File: src/rtl/expansion_shiftreg_target.sv
// Serial expansion-port target: receives a WIDTH-bit frame from an external master
// while returning a parallel word MSB first, with framing checks and idle resync.
//
// state   | meaning
// SHIFT   | fewer than WIDTH bits received
// FULL    | exactly WIDTH bits received, LOAD will accept
// OVERRUN | more than WIDTH bits received, LOAD will reject
module expansion_shiftreg_target #(
  parameter int WIDTH   = 8,
  parameter int TIMEOUT = 1000000
) (
  input  logic             clk,
  input  logic             rst_n,
  input  logic             SHIFT_CLK,
  input  logic             SHIFT_LOAD,
  input  logic             SHIFT_OUT,
  output logic             SHIFT_IN,
  input  logic [WIDTH-1:0] data_out,
  output logic [WIDTH-1:0] data_in,
  output logic             frame_valid,
  output logic             frame_error
);

  localparam int CW = $clog2(WIDTH + 2);
  localparam int IW = $clog2(TIMEOUT + 1);

  typedef enum logic [1:0] {ST_SHIFT, ST_FULL, ST_OVERRUN} state_t;

  state_t state, state_d;

  logic [2:0]       sclk_q, sload_q;
  logic [1:0]       sout_q;
  logic [WIDTH-1:0] rx, tx;
  logic [CW-1:0]    count;
  logic [IW-1:0]    idle_cnt;

  logic clk_rise, clk_fall, load_rise, load_fall, any_edge;
  logic timeout_hit, reload, shift_en, tx_en;

  // stage [1] is the synchronized level, stage [2] the previous level for edge detect
  assign clk_rise  =  sclk_q[1] & ~sclk_q[2];
  assign clk_fall  = ~sclk_q[1] &  sclk_q[2];
  assign load_rise =  sload_q[1] & ~sload_q[2];
  assign load_fall = ~sload_q[1] &  sload_q[2];
  assign any_edge  = clk_rise | clk_fall | load_rise | load_fall;

  assign timeout_hit = ~any_edge && (idle_cnt == IW'(TIMEOUT - 1));
  assign reload      = load_rise | (timeout_hit && (count != '0));
  assign shift_en    = clk_rise & ~load_rise;
  assign tx_en       = clk_fall & ~load_rise;

  always_ff @(posedge clk or negedge rst_n) begin
    if (!rst_n) begin
      sclk_q  <= '0;
      sload_q <= '0;
      sout_q  <= '0;
    end else begin
      sclk_q  <= {sclk_q[1:0], SHIFT_CLK};
      sload_q <= {sload_q[1:0], SHIFT_LOAD};
      sout_q  <= {sout_q[0], SHIFT_OUT};
    end
  end

  always_ff @(posedge clk or negedge rst_n) begin
    if (!rst_n) state <= ST_SHIFT;
    else        state <= state_d;
  end

  always_comb begin
    state_d = state;
    if (reload) begin
      state_d = ST_SHIFT;
    end else if (shift_en) begin
      case (state)
        ST_SHIFT:   if (count == CW'(WIDTH - 1)) state_d = ST_FULL;
        ST_FULL:    state_d = ST_OVERRUN;
        ST_OVERRUN: state_d = ST_OVERRUN;
        default:    state_d = ST_SHIFT;
      endcase
    end
  end

  always_ff @(posedge clk or negedge rst_n) begin
    if (!rst_n) begin
      rx          <= '0;
      tx          <= '0;
      count       <= '0;
      SHIFT_IN    <= 1'b0;
      data_in     <= '0;
      frame_valid <= 1'b0;
      frame_error <= 1'b0;
    end else begin
      frame_valid <= load_rise && (state == ST_FULL);
      frame_error <= (load_rise && (state != ST_FULL)) || (timeout_hit && (count != '0));
      if (load_rise && (state == ST_FULL)) data_in <= rx;
      if (reload) begin
        tx       <= data_out;
        SHIFT_IN <= data_out[WIDTH-1];
        count    <= '0;
        rx       <= '0;
      end else begin
        if (shift_en) begin
          rx <= {rx[WIDTH-2:0], sout_q[1]};
          if (count != CW'(WIDTH + 1)) count <= count + 1'b1;
        end
        if (tx_en) begin
          tx       <= {tx[WIDTH-2:0], 1'b0};
          SHIFT_IN <= tx[WIDTH-2];
        end
      end
    end
  end

  // saturates so a stalled master produces only one timeout
  always_ff @(posedge clk or negedge rst_n) begin
    if (!rst_n)                         idle_cnt <= '0;
    else if (any_edge)                  idle_cnt <= '0;
    else if (idle_cnt != IW'(TIMEOUT))  idle_cnt <= idle_cnt + 1'b1;
  end

endmodule

File: config.mk
export PLATFORM = sky130hd
export DESIGN_NAME = expansion_shiftreg_target
export DESIGN_NICKNAME = d
export VERILOG_FILES = /design/src/rtl/expansion_shiftreg_target.sv
export SDC_FILE = /design/constraint.sdc
export NUM_CORES = 1
export LEC_CHECK = 0
export CORE_ASPECT_RATIO = 1.25
export CORE_MARGIN = 2
export CORE_UTILIZATION = 40
export DETAILED_ROUTE_END_ITERATION = 6
export GPL_TIMING_DRIVEN = 0
export SLEW_MARGIN = 15
export SYNTH_ARGS = -nofsm -noshare
export SYNTH_HDL_FRONTEND = slang
export SYNTH_SLANG_ARGS = --single-unit
File: constraint.sdc
create_clock -name clk -period 3.5 [get_ports clk]
set_input_delay 0.525 -clock clk [delete_from_list [all_inputs] [get_ports clk]]
set_output_delay 0.525 -clock clk [all_outputs]
set_load 0.02 [all_outputs]
==> results.md <==
- Hold slack: between 150 and 200 ps
- RSZ-0062 raised after global routing: false
- CP arrival: approximately 2400 ps
- Post-DR vias/cell: a little over 5
- Worst Max-Slew Pin Slew: around 630 ps
- Cell Pwr Density: just under 500 mW/mm^2
- Reg2Reg Setup Slack: 1350 ps
- Status: completed
- TritonCTS clock tree: built
- Clock power frac: between 40% and 50%
- Synthesized area per cell: between 10 and 15 um^2
- Hold-fix buffers, CTS: 0
- Pre-antenna DRT Iters: 5
- Hold WC Path Type: primary input to async pin
- Rows: 34
- Fin Setup TNS: 0 ps
- Worst slew margin: a little under 60%
- Largest net degree at the start of global routing: 61
- Comb pwr share: under 10%
- Worst R2R Path Depth: 6
- Seq/Total Area, Yosys: a little over half
- Crit path kind: flop to flop
- Worst vdd ir: between 0.2 and 0.25 mV
- Post-synth EDFFs: 0
- Total Power: between 1.5 and 2 mW
- Syn Nets: 267
- Initial antenna violation count: 0
- Reg2Reg Capture Point: tx[1]$_DFFE_PN0P_
- Cts repair resizes: 0
- Design area: 0.00341 mm^2
- Prevailing post-synth register cell: dfrtp_1
- Post-DR wirelength/cell: ~14 um
- Core area: a little under 0.007 mm^2
- # Max-Cap Violations: 0
- First-pass GRT wire length: 8860 um
- Startpoint types: flop
- DP HPWL: roughly 3400 um
- Iter 0 DRT Violations: 68
- Synth cell types: between 40 and 50
- Pre-CTS setup slack: between 1000 and 1500 ps
- Clock Tree Buf Depth: 2
- H-tree depth: 3
- Post-Synthesis Cell Area: roughly 0.0028 mm^2
- Root Driver: clkbuf_8
- Synth top area share: a little over half
- Sw frac: between 20% and 30%
- Fin util: 49.5%
- GRT Total Usage: roughly 15%
- Synth top area cells: dfrtp_1 (54%), mux2_2 (9.2%), ha_1 (4.0%)
- Int Pwr: around 1.3 mW
- Cell count after placement: 359
- CP required: about 3700 ps
- Clk sinks: 60
- Initial Utilization: 40.7%
- Number of synthesized register bits: 60
- Slew Limit Fails: 0
- Die area: around 0.0077 mm^2
- Most common cell in the synthesized netlist: dfrtp_1
- Fin crit share: between 60% and 70%
- Fin crit period: around 2100 ps
- Clk_lat worst skew: 340 ps
- Area Growth Syn to Fin: 21.7%
- Asr flop ratio synth: between 90% and 100%
- Final Wtd Congestion: 0.795
- CTS buffer count: 9
- Post-route worst setup slack: 1350 ps
- Sequential fraction of design power: 45.6%
- Maximum clock frequency: approximately 470 MHz
- Finish-stage setup viols: 0
- Share of cells above drive strength 1: between 15 and 20%
- P_sw: 0.373 mW
- R2r startpoint: count[0]$_DFFE_PN0P_
- Reg clk slew, reported paths: 70 ps
- Grt total ovfl: 0
- Die Span X: ~79 um
- Die H: around 98 um
- Skew final: approximately 8 ps
- Cells after Synth: roughly 250
- Vias in the first global route: 1,993
- Synth top cells by count: dfrtp_1 (60), nor2_1 (24), mux2_2 (23)
- Largest area contributor in the netlist: dfrtp_1
- Final hold vios: 0
- Crit path max fanout: 8
- Critical Path End Type: flop
- Wirelength, routed: 5070 um
- DRC: 0
- Finished Layout Cells: ~380
- Final nets: around 300
- Ant diodes: 0
- I/O Pins: 24
- Placed Area: around 0.0032 mm^2
- Synth warn: 0
- Final ANT Viol Nets: 0
- Post-CTS Setup Inserts: 0
- Port Buffer Count: 23
- Leakage: 1.44 nW
- Total number of vias: 1,920
metal layers:
layer | part of all wire, % | up-vias | GRT usage, %
li1 | - | 934 | -
met1 | 45 | 938 | 17.5
met2 | 50 | 35 | 25.0
met3 | 2.9 | 13 | 2.79
met4 | 2.3 | 0 | 8.62
met5 | 0 | - | 0
power groups by stage:
stage / Combinational, mW / Sequential (mW) / Clock, mW
6_report: 0.153 / 0.755 / 0.749
5_1_grt: 0.172 / 0.759 / 0.805
4_1_cts: 0.158 / 0.755 / 0.767
3_5_place_dp: 0.157 / 0.769 / 0
3_3_place_gp: 0.150 / 0.767 / 0
2_1_floorplan: 0.0920 / 0.767 / 0
cells by family after synthesis:
| group | Yosys count | synth area share (%) |
|---|---|---|
| flip-flops | 60 | 53.6 |
| XOR/XNOR | 13 | 4.06 |
| multiplexers | 33 | 12.8 |
| buffers and inverters | 23 | 3.53 |
| adder cells (fa/ha/maj) | 9 | 4.02 |
| AND/OR/NAND/NOR | 81 | 16.2 |
| AO/OA/AOI/OAI | 26 | 5.80 |
cell usage in the layout (no fill, tap or decap), types with 3 or more instances in the layout:
master / Yosys / final
dfrtp_1: 60 / 60
nor2_1: 24 / 24
mux2_2: 23 / 23
clkdlybuf4s50_1: 0 / 22
inv_1: 14 / 14
nand2_1: 11 / 11
a21oi_1: 11 / 11
mux2i_1: 10 / 10
ha_1: 9 / 9
clkbuf_8: 0 / 9
xnor2_1: 8 / 8
nand3_1: 7 / 7
xor2_1: 5 / 5
o21ai_0: 5 / 5
nor4_1: 5 / 5
nor3_1: 5 / 5
clkbuf_1: 3 / 4
o31ai_1: 4 / 4
or4_1: 4 / 4
buf_2: 3 / 3
or3_1: 3 / 3
nand4_1: 3 / 3
bufinv_16: 0 / 3
worst max-delay path, stage by stage, from the launching register on:
cell and delay [ps]:
dfrtp_1 400, inv_1 90, ha_1 200, nor3b_1 140
nor4b_1 520, a31oi_2 330, mux2_2 350
final cells by class:
class | count | area (um^2)
fill | 651 | 3480
sequential | 60 | 1500
multi-input combinational | 162 | 1200
timing repair buffer | 24 | 255
clock buffer | 10 | 128
tap | 90 | 113
clock inverter | 6 | 111
inverter | 14 | 52.6
buffer | 9 | 46.3
state kept, by name, indices dropped and copies added (netlist names):
register	cells
idle_cnt	20
data_in	8
rx	8
tx	7
count	4
sclk_q	3
sload_q	3
sout_q	2
state	2
SHIFT_IN	1
frame_error	1
frame_valid	1
worst max-delay path by stage:
stage / from / slack (ps) / depth (start not counted) / endpoint
finish: count[0]$_DFFE_PN0P_ / 1350 / 6 / tx[1]$_DFFE_PN0P_
global route: count[0]$_DFFE_PN0P_ / 1180 / 6 / tx[0]$_DFFE_PN0P_
CTS: count[0]$_DFFE_PN0P_ / 1320 / 6 / tx[0]$_DFFE_PN0P_
detailed placement: count[0]$_DFFE_PN0P_ / 1330 / 6 / tx[3]$_DFFE_PN0P_
global placement: rst_n / -100 / 1 / SHIFT_IN$_DFFE_PN0P_
floorplan: count[0]$_DFFE_PN0P_ / 1590 / 6 / SHIFT_IN$_DFFE_PN0P_
No activity file was read; power rests on OpenSTA's default activity.
